===== src/rtl/fabric_config_loader.sv =====
// -----------------------------------------------------------------------------
// fabric_config_loader
//
// Configuration writer for the eFPGA fabric wrapper. It takes a stream of
// bitstream words over a valid/ready handshake and waits for SyncWord. It then
// packs NumRows words into FrameData_o, with row 0 in the LSBs. For each frame
// it fires one FrameStrobe_o pulse. Frames go in column-major order: all frames
// of column 0 first, then column 1, and so on. After the last frame of the last
// column it raises configured_o. A later SyncWord starts a full reconfiguration.
//
// Ports
//   clk_i         clock, rising edge
//   rst_ni        asynchronous active-low reset
//   word_i        bitstream word (FrameBitsPerRow bits)
//   word_valid_i  word_i is valid
//   word_ready_o  loader accepts a word (IDLE, LOAD, DONE)
//   FrameData_o   assembled frame, FrameBitsPerRow*NumRows bits
//   FrameStrobe_o one-hot frame write strobe, MaxFramesPerCol*NumColumns bits
//   configured_o  every frame has been written
//   busy_o        high in LOAD, STROBE and HOLD
// -----------------------------------------------------------------------------
module fabric_config_loader #(
  parameter int                         FrameBitsPerRow = 32,
  parameter int                         MaxFramesPerCol = 20,
  parameter int                         NumColumns      = 6,
  parameter int                         NumRows         = 10,
  parameter logic [FrameBitsPerRow-1:0] SyncWord        = 32'hFAB0_FAB1
) (
  input  logic                                  clk_i,
  input  logic                                  rst_ni,
  input  logic [FrameBitsPerRow-1:0]            word_i,
  input  logic                                  word_valid_i,
  output logic                                  word_ready_o,
  output logic [FrameBitsPerRow*NumRows-1:0]    FrameData_o,
  output logic [MaxFramesPerCol*NumColumns-1:0] FrameStrobe_o,
  output logic                                  configured_o,
  output logic                                  busy_o
);

  localparam int RowW    = (NumRows > 1) ? $clog2(NumRows) : 1;
  localparam int FrameW  = (MaxFramesPerCol > 1) ? $clog2(MaxFramesPerCol) : 1;
  localparam int ColW    = (NumColumns > 1) ? $clog2(NumColumns) : 1;
  localparam int DataW   = FrameBitsPerRow * NumRows;
  localparam int StrobeW = MaxFramesPerCol * NumColumns;

  localparam logic [2:0] IDLE   = 3'd0;
  localparam logic [2:0] LOAD   = 3'd1;
  localparam logic [2:0] STROBE = 3'd2;
  localparam logic [2:0] HOLD   = 3'd3;
  localparam logic [2:0] DONE   = 3'd4;

  logic [2:0]         state_q, state_d;
  logic [RowW-1:0]    row_q, row_d;
  logic [FrameW-1:0]  frame_q, frame_d;
  logic [ColW-1:0]    col_q, col_d;
  logic [DataW-1:0]   frame_data_q, frame_data_d;
  logic [StrobeW-1:0] frame_strobe_q, frame_strobe_d;
  logic               configured_q, configured_d;

  logic word_fire;
  int   strobe_idx;

  // Handshake and busy depend only on state. The STROBE and HOLD cycles
  // therefore backpressure the source without looking at word_valid_i.
  assign word_ready_o = (state_q == IDLE) || (state_q == LOAD) || (state_q == DONE);
  assign busy_o       = (state_q == LOAD) || (state_q == STROBE) || (state_q == HOLD);
  assign word_fire    = word_valid_i && word_ready_o;

  assign FrameData_o   = frame_data_q;
  assign FrameStrobe_o = frame_strobe_q;
  assign configured_o  = configured_q;

  always_comb begin
    // NOTE: every signal written here gets a default first, so no path
    // leaves a value unassigned and no latch is inferred.
    state_d        = state_q;
    row_d          = row_q;
    frame_d        = frame_q;
    col_d          = col_q;
    frame_data_d   = frame_data_q;
    frame_strobe_d = '0;
    configured_d   = configured_q;
    strobe_idx     = int'(col_q) * MaxFramesPerCol + int'(frame_q);

    case (state_q)
      IDLE, DONE: begin
        // Non-sync words are consumed and dropped. A sync word starts a
        // (re)configuration and clears configured_o in the same step.
        if (word_fire && (word_i == SyncWord)) begin
          state_d      = LOAD;
          row_d        = '0;
          frame_d      = '0;
          col_d        = '0;
          configured_d = 1'b0;
        end
      end

      LOAD: begin
        if (word_fire) begin
          frame_data_d[int'(row_q)*FrameBitsPerRow +: FrameBitsPerRow] = word_i;
          if (row_q == RowW'(NumRows - 1)) begin
            row_d   = '0;
            state_d = STROBE;
            // The strobe is registered here, so it is high exactly during
            // STROBE, one cycle after the last row word is accepted.
            for (int i = 0; i < StrobeW; i++) begin
              frame_strobe_d[i] = (i == strobe_idx);
            end
          end else begin
            row_d = row_q + RowW'(1);
          end
        end
      end

      STROBE: begin
        state_d = HOLD;
      end

      HOLD: begin
        // FrameData stays untouched for this cycle. This gives the fabric hold
        // time after the strobe falls.
        state_d = LOAD;
        if (frame_q == FrameW'(MaxFramesPerCol - 1)) begin
          frame_d = '0;
          if (col_q == ColW'(NumColumns - 1)) begin
            col_d        = '0;
            state_d      = DONE;
            configured_d = 1'b1;
          end else begin
            col_d = col_q + ColW'(1);
          end
        end else begin
          frame_d = frame_q + FrameW'(1);
        end
      end

      default: begin
        state_d = IDLE;
      end
    endcase
  end

  // NOTE: the frame data bank is reset together with the control state. After a
  // reset the fabric therefore sees zeros on FrameData_o, never stale data.
  always_ff @(posedge clk_i or negedge rst_ni) begin
    if (!rst_ni) begin
      // NOTE: sequential state uses non-blocking assignments only. All
      // registers then update together from values sampled before the edge.
      state_q        <= IDLE;
      row_q          <= '0;
      frame_q        <= '0;
      col_q          <= '0;
      frame_data_q   <= '0;
      frame_strobe_q <= '0;
      configured_q   <= 1'b0;
    end else begin
      state_q        <= state_d;
      row_q          <= row_d;
      frame_q        <= frame_d;
      col_q          <= col_d;
      frame_data_q   <= frame_data_d;
      frame_strobe_q <= frame_strobe_d;
      configured_q   <= configured_d;
    end
  end

endmodule


===== config.mk =====
export PLATFORM = sky130hd
export DESIGN_NAME = fabric_config_loader
export DESIGN_NICKNAME = d
export VERILOG_FILES = /design/src/rtl/fabric_config_loader.sv
export SDC_FILE = /design/constraint.sdc
export NUM_CORES = 1
export LEC_CHECK = 0
export ABC_AREA = 1
export CORE_AREA = 2 2 234 236
export CTS_CLUSTER_DIAMETER = 50
export DETAILED_ROUTE_END_ITERATION = 12
export DIE_AREA = 0 0 236 238
export HOLD_SLACK_MARGIN = 0.02
export SLEW_MARGIN = 20
export SYNTH_ARGS = -nofsm -noshare
export SYNTH_HDL_FRONTEND = slang
export SYNTH_SLANG_ARGS = --single-unit

===== constraint.sdc =====
create_clock -name clk_i -period 3.4 [get_ports clk_i]
set_input_delay 0.34 -clock clk_i [delete_from_list [all_inputs] [get_ports clk_i]]
set_output_delay 0.34 -clock clk_i [all_outputs]
set_load 0.01 [all_outputs]

==> run metrics, run 1 <==
Synth async-reset ratio=1.00; root buffer cell=clkbuf_16; Syn. warnings=0; # resized after CTS=0; max-capacitance violation count=0; vias in the first global route=15,664; Leakage Power=11.5 nW; Max Freq=0.337 GHz; Clock Pin Slew Worst Setup and Hold Paths=0.05 ns; GPL Wtd Cong=0.823; Area Overhead vs Synth=39.3%; vias=15,739; WS Path Type=flop to flop; Via density=4.92; clk sinks=456; drc violations=0; Post-Route Skew=0.0211 ns; final setup fails=0; Core Area=roughly 53,000 um^2; Setup TNS Final=0 ns; Distinct cells, synth=33; layout cells sized above 1=0.0825; Final #Nets=around 2,500; Post-CTS Setup Inserts=0; Final min period=between 2 and 3 ns; Die Area=56,200 um^2; Post-synth EDFFs=0; total congestion overflow=0; Worst Hold Class=input pin to async pin; max-slew violations=0; Die X=236 um; Clock Latency Late Sink=about 0.61 ns; GRT Overall Usage=0.239; final hold violations=0; Pre-Repair DR Iteration Count=5; post-DP HPWL=47.9 mm; Die Ht=238 um; Power Density=between 500 and 600 nW/um^2; wire length per cell=21.2 um; Critical Path AT=3.50 ns; Worst-Margin Slew=just over 1 ns; largest net degree at the start of global routing=101; Post-Syn Instances=roughly 2,000; Hold WS=0.400 ns; I/O pin total=approximately 480; status=finished, final reports clean; initial antenna violation count=7; critical path capture point type=flop; Port Buffers=477; Top FF cell, synth=dfrtp_1; sequential area share after synthesis=0.615; Req. time, crit path=3.93 ns; Startpoint Class=flop; number of synthesized register bits=456; Tcrit/Tclk final=0.874; Crit Path Max Fanout=34; first-iteration detailed-routing DRC count=1,190; Cell Area, Synth=about 19,000 um^2; Clock Path Buffers=3; Initial Util=0.347; TritonCTS Buffers=58; first-pass GRT wire length=102 mm; syn avg cell area=9.30 um^2; total wire length=67.7 mm; commonest non-fill, non-tap cell in the layout=nand2_1; antenna viol nets, final=0; htree depth=2; Rows=85; Synthesized Nets=2,047; slew margin rel.=0.306; maximum VDD drop=0.000465 V; RSZ-0062 raised after global routing=no; commonest cells after routing, fill and taps aside=650 x nand2_1, 476 x clkdlybuf4s50_1, 456 x dfrtp_1; CTS tree=yes
==> synth_stat cells (6+ instances only) <==
master	instances	area, um^2
o21ai_0	183	916
inv_2	6	22.5
nand3_1	62	310
nand2_1	650	2440
buf_6	20	225
nor3_1	124	621
inv_1	127	477
buf_4	6	45.0
o21ai_2	41	359
ha_1	15	188
o21ai_1	78	390
buf_2	26	130
clkbuf_1	57	214
nand2_2	6	37.5
a21oi_1	7	35.0
nand4_1	7	43.8
nor2_1	89	334
dfrtp_1	456	11400
==> sequential cells by signal (all words and copies together), names as in the netlist <==
| name | cells |
|---|---|
| FrameData_o | 320 |
| FrameStrobe_o | 120 |
| frame_q | 5 |
| row_q | 4 |
| col_q | 3 |
| state_q | 3 |
| configured_o | 1 |
==> area by class of cell <==
type	instances	area (um^2)
Clock inverter	27	297
Multi-Input combinational cell	1292	6030
Antenna cell	7	17.5
Clock buffer	77	1620
Sequential cell	456	11400
Timing Repair Buffer	510	5100
Inverter	134	504
Fill cell	5016	27600
Tap cell	696	871
==> report_power, final <==
| part | total [mW] | switching, mW | internal, mW |
|---|---|---|---|
| Sequential | 5.47 | 0.0252 | 5.44 |
| Combinational | 1.59 | 1.31 | 0.278 |
| Clock | 6.11 | 2.49 | 3.62 |
==> kinds of logic (layout without fill, tap and decap cells) <==
group	after synthesis	count (layout)	share of synthesized area
compound gates	310	310	0.0920
xor+xnor	7	7	0.00371
fa+ha+maj	16	16	0.0112
buf+inv	248	748	0.0613
flops	456	456	0.615
other cells	0	7	0
simple gates	959	959	0.217
==> critical path: stages, from the launching register on <==
cell and delay [ns]:
dfrtp_1 0.44, inv_1 0.18, ha_1 0.30, nand2_2 0.11, nor2_4 0.07, nor2_2 0.12
o21ai_2 0.10, inv_1 0.18, nand3_4 0.36, nor2_4 0.76, nand3_1 0.15, nand2_1 0.11
==> final timing paths <==
path	to	cells after the start	start	slack (ns)
hold / removal	FrameData_o[49]	2	rst_ni	0.40
hold reg to reg	configured_o	2	configured_o	0.48
setup / recovery	FrameData_o[248]	11	row_q[0]	0.43
setup reg to reg	FrameData_o[248]	11	row_q[0]	0.43
max in group asynchronous	FrameData_o[285]	3	rst_ni	2.02
min in group clk_i	FrameData_o[17]	3	word_i[17]	0.40
==> what timing repair did <==
action | 4_1_cts | 5_1_grt
hold buffers | 1 | 0
endpoints found under the setup margin | 0 | 0
endpoints found under the hold margin | 89 | 0
==> metal layers <==
metal / vias to the layer above / track usage / wire length (um)
li1: 7324 / - / -
met1: 7642 / 0.313 / 28200
met2: 609 / 0.371 / 31300
met3: 164 / 0.0440 / 4120
met4: 0 / 0.144 / 4060
met5: - / 0 / 0
==> metrics by stage <==
| step | power [mW] | area (um^2) | setup slack [ns] | std cells | utilization |
|---|---|---|---|---|---|
| after floorplan | 6.41 | 18600 | 1.08 | 1996 | - |
| after CTS | 13.3 | 25800 | 0.459 | 3192 | 0.483 |
| after global routing | 13.7 | 25900 | 0.201 | 3199 | 0.483 |
| after global placement | 7.13 | 23900 | 0.596 | 3087 | 0.447 |
| after detailed placement | 7.15 | 23900 | 0.483 | 3087 | 0.447 |
| final | 13.2 | 25900 | 0.430 | 3199 | 0.483 |
(Power assumes the default switching activity.)
==> run 2, diff against run 1 <==
CTS_BUF_LIST = sky130_fd_sc_hd__clkbuf_8 sky130_fd_sc_hd__clkbuf_16   (was not set)
==> run metrics, run 2 (synthesized netlist as in run 1, its figures left out) <==
status=finished, final reports clean; first-pass GRT wire length=102 mm; Leakage Power=11.5 nW; drc violations=0; Pre-Repair DR Iteration Count=6; Worst Hold Class=input pin to async pin; root buffer cell=clkbuf_16; WS Path Type=flop to flop; Seq pwr share=0.416; # resized after CTS=0; CTS Hold Bufs=1; Die Area=56,200 um^2; Rows=85; initial antenna violation count=7; commonest non-fill, non-tap cell in the layout=nand2_1; Clock Pin Slew Worst Setup and Hold Paths=0.06 ns; Port Buffers=about 480; max-capacitance violation count=0; htree depth=2; Die Ht=238 um; Worst Setup Slack, final=~0.45 ns; DP Worst Slack=between 0.4 and 0.5 ns; fin area=approximately 26,000 um^2; vias in the first global route=15,654; internal power component=9.31 mW; Final #Nets=2,503; layout cells sized above 1=0.0825; I/O pin total=478; CTS tree=yes; Req. time, crit path=3.93 ns; critical path capture point type=flop; Initial Util=0.347; met3 routed WL=~4.1 mm; Final Power=13.1 mW; Largest register FFs=320; RSZ-0062 raised after global routing=no; Top Layer Used=met4; final setup fails=0; wire length per cell=21.2 um; Clock Latency Late Sink=just over 0.6 ns; Post-Route Skew=roughly 0.021 ns; commonest cells after routing, fill and taps aside=650 x nand2_1, 476 x clkdlybuf4s50_1, 456 x dfrtp_1; slew margin rel.=0.302; total congestion overflow=0; Core Area=53,500 um^2; GPL Wtd Cong=0.823; power share of the clock group=0.463; final hold violations=0; Die X=236 um; met2 WL=31.3 mm; Startpoint Class=flop; maximum VDD drop=0.000461 V; antenna viol nets, final=0; switch share=0.292; Placement Cell Area=between 20,000 and 25,000 um^2; Final min period=2.95 ns; TritonCTS Buffers=58; Max Freq=approximately 0.34 GHz; M1 wire length=28.3 mm; Setup TNS Final=0 ns; Critical Path AT=3.49 ns; Area Overhead vs Synth=39.3%; Crit Path Max Fanout=34; GRT Overall Usage=0.239; Tcrit/Tclk final=0.869; vias=15,737; Via density=between 4 and 5; Worst-Margin Slew=1.05 ns; largest net degree at the start of global routing=about 100; first-iteration detailed-routing DRC count=roughly 1,200; Power Density=around 510 nW/um^2; P_sw=3.83 mW; clk sinks=456; Clock Path Buffers=3; Comb power frac=0.121; Hold WS=0.399 ns; post-DP HPWL=47.9 mm; Post-CTS Setup Inserts=0; max-slew violations=0; total wire length=67.8 mm
[run 2: cell type report]
class,count,area [um^2]
Fill cell,5016,27600
Clock buffer,67,1590
Clock inverter,37,334
Multi-Input combinational cell,1292,6030
Tap cell,696,871
Sequential cell,456,11400
Antenna cell,7,17.5
Inverter,134,504
Timing Repair Buffer,510,5100
[run 2: worst paths after layout]
| check | from | endpoint | slack (ns) | cells past startpoint |
|---|---|---|---|---|
| worst min-delay path | rst_ni | FrameData_o[47] | 0.40 | 2 |
| worst max register to register | row_q[0] | FrameData_o[254] | 0.45 | 11 |
| worst min register to register | configured_o | configured_o | 0.48 | 2 |
| min in group clk_i | word_i[17] | FrameData_o[17] | 0.40 | 3 |
| worst max-delay path | row_q[0] | FrameData_o[254] | 0.45 | 11 |
| max in group asynchronous | rst_ni | FrameData_o[285] | 2.03 | 3 |
[run 2: per-layer routing]
metal  vias up  track usage
li1       7322            -
met1      7661        0.313
met2       588        0.371
met3       166       0.0440
met4         0        0.144
met5         -            0
[run 2: through the flow]
| stage | instances | utilization |
|---|---|---|
| after floorplan | 1996 | - |
| after global placement | 3087 | 0.447 |
| after detailed placement | 3087 | 0.447 |
| after CTS | 3192 | 0.483 |
| after global routing | 3199 | 0.483 |
| final | 3199 | 0.483 |
[run 2: critical path, cell delays in order (launching register included)]
cell,delay (ns)
dfrtp_1,0.44
inv_1,0.18
ha_1,0.30
nand2_2,0.11
nor2_4,0.07
nor2_2,0.12
o21ai_2,0.10
inv_1,0.18
nand3_4,0.36
nor2_4,0.74
nand3_1,0.16
nand2_1,0.11
[run 2: power by group through the flow]
stage,Combinational (mW),Clock (mW),Sequential (mW)
3_3_place_gp,1.57,0,5.56
5_1_grt,1.73,6.45,5.47
2_1_floorplan,0.852,0,5.56
3_5_place_dp,1.59,0,5.57
6_report,1.59,6.08,5.47
4_1_cts,1.60,6.20,5.47
==> run 3, diff against run 2 <==
clock period = 2.7 ns   (was 3.4 ns; I/O delays follow)
==> run metrics, run 3 (synthesized netlist as in run 1, its figures left out) <==
status=finished, final reports clean; Core Area=53,500 um^2; first-iteration detailed-routing DRC count=1,362; Pre-Repair DR Iteration Count=5; Reg area=11,400 um^2; Die Ht=238 um; Setup TNS Final=0 ns; Worst-Margin Slew=slightly below 0.8 ns; Largest register FFs=320; maximum VDD drop=0.000386 V; Layout fillers=4,947; drc violations=0; post-DP HPWL=between 40 and 50 mm; total congestion overflow=0; Startpoint Class=flop; total wire length=67.0 mm; GRT Overall Usage=0.233; WS Path Type=flop to flop; Area Overhead vs Synth=39.9%; Crit Path Max Fanout=7; slowest stage delay, CP=0.44 ns; root buffer cell=clkbuf_16; clk sinks=approximately 460; Reg-to-Reg Start=frame_q[2]; Final min period=between 2 and 3 ns; worst path bufs/invs=1; commonest non-fill, non-tap cell in the layout=nand2_1; Worst Setup Slack, final=0.108 ns; Seq pwr share=0.424; Final Power=approximately 16 mW; antenna viol nets, final=0; power share of the clock group=0.449; htree depth=2; RSZ-0062 raised after global routing=yes; Die X=between 200 and 250 um; Post-CTS Setup Inserts=0; largest net degree at the start of global routing=82; vias in the first global route=~15,000; R2R Setup Slk=0.11 ns; final setup fails=0; Final #Nets=between 2,000 and 3,000; Comb power frac=0.127; max-capacitance violation count=0; Max Freq=between 0.3 and 0.4 GHz; Port Buffers=477; GPL Wtd Cong=0.847; Rows=between 80 and 90; CP cell instances=ha_1, fa_1, nand2_1, inv_1, o21ai_1, nor3_1, nor2_1, nand2_1, nor3_1; vias=15,794; Req. time, crit path=3.20 ns; critical path capture point type=flop; Placement Cell Area=24,200 um^2; Clock Pin Slew Worst Setup and Hold Paths=0.06 ns; wire length per cell=between 20 and 25 um; CTS tree=yes; area of the multi-input gates=6030 um^2; internal power component=11.6 mW; Clock Path Buffers=3; Leakage Power=11.6 nW; DP Worst Slack=0.178 ns; Power Density=625 nW/um^2; max-slew violations=0; initial antenna violation count=5; Tcrit/Tclk final=0.960; I/O pin total=478; slew margin rel.=0.484; Worst R2R End=FrameStrobe_o[15]; delay-heaviest family, CP=simple AND/OR/NAND/NOR gates; switch share=0.285; Clock Latency Late Sink=0.60 ns; commonest cells after routing, fill and taps aside=649 x nand2_1, 476 x clkdlybuf4s50_1, 456 x dfrtp_1; first-pass GRT wire length=98.7 mm; P_sw=4.63 mW; Initial Util=0.347; Via density=4.92; TritonCTS Buffers=52; final hold violations=0; Die Area=between 50,000 and 60,000 um^2; Post-Route Skew=0.0131 ns; layout cells sized above 1=0.0882; fin area=26,000 um^2; Worst path slowest cell=dfrtp_1; R2R depth=9; Critical Path AT=3.09 ns; Worst Hold Class=input pin to async pin
## run 3: changes by cell type in the layout (fill, tap and decap cells not counted), sizes merged
cell / before / now
clkinvlp: 6 / 2
buf: 33 / 54
bufinv: 3 / 5
diode: 7 / 6
clkbuf: 67 / 64
inv: 150 / 145
## run 3: cell type report
cell class,instances,area share
repair buffers,531,0.206
clock buffers,64,0.0569
multi-input cells,1292,0.232
clock inverters,30,0.0113
diodes,6,0.000578
inverters,134,0.0194
flip-flops and latches,456,0.439
well taps,696,0.0335
## run 3: per-layer routing
| metal | wire length (um) | global-route usage | vias up |
|---|---|---|---|
| met3 | 4170 | 0.0443 | 125 |
| li1 | - | - | 7335 |
| met1 | 28200 | 0.308 | 7737 |
| met4 | 2860 | 0.100 | 0 |
| met5 | 0 | 0 | - |
| met2 | 31800 | 0.377 | 597 |
## run 3: repair_timing
| action | 4_1_cts | 5_1_grt |
|---|---|---|
| hold buffers | 1 | 0 |
| gates resized for setup | 0 | 1 |
| endpoints found under the setup margin | 0 | 26 |
| endpoints found under the hold margin | 64 | 0 |
## run 3: worst max path at each step
stage,startpoint,to,cells past startpoint
floorplan,col_q[0],FrameStrobe_o[64],10
CTS,frame_q[2],FrameStrobe_o[15],9
finish,frame_q[2],FrameStrobe_o[15],9
global placement,frame_q[2],FrameStrobe_o[15],9
global route,col_q[0],FrameStrobe_o[69],9
detailed placement,frame_q[2],FrameStrobe_o[15],9
## run 3: power groups by stage
stage / clock (mW) / sequential, mW / combinational (mW)
2_1_floorplan: 0 / 7.00 / 1.07
3_3_place_gp: 0 / 7.00 / 2.06
3_5_place_dp: 0 / 7.00 / 2.06
4_1_cts: 7.41 / 6.88 / 2.07
5_1_grt: 7.72 / 6.88 / 2.22
6_report: 7.28 / 6.88 / 2.06
## run 3: metrics by stage
| stage | hold WS [ns] | utilization | instances |
|---|---|---|---|
| after floorplan | -0.0256 | - | 1996 |
| after global placement | 0.346 | 0.452 | 3108 |
| after detailed placement | 0.328 | 0.452 | 3108 |
| after CTS | 0.306 | 0.485 | 3203 |
| after global routing | 0.353 | 0.485 | 3208 |
| final | 0.305 | 0.485 | 3209 |
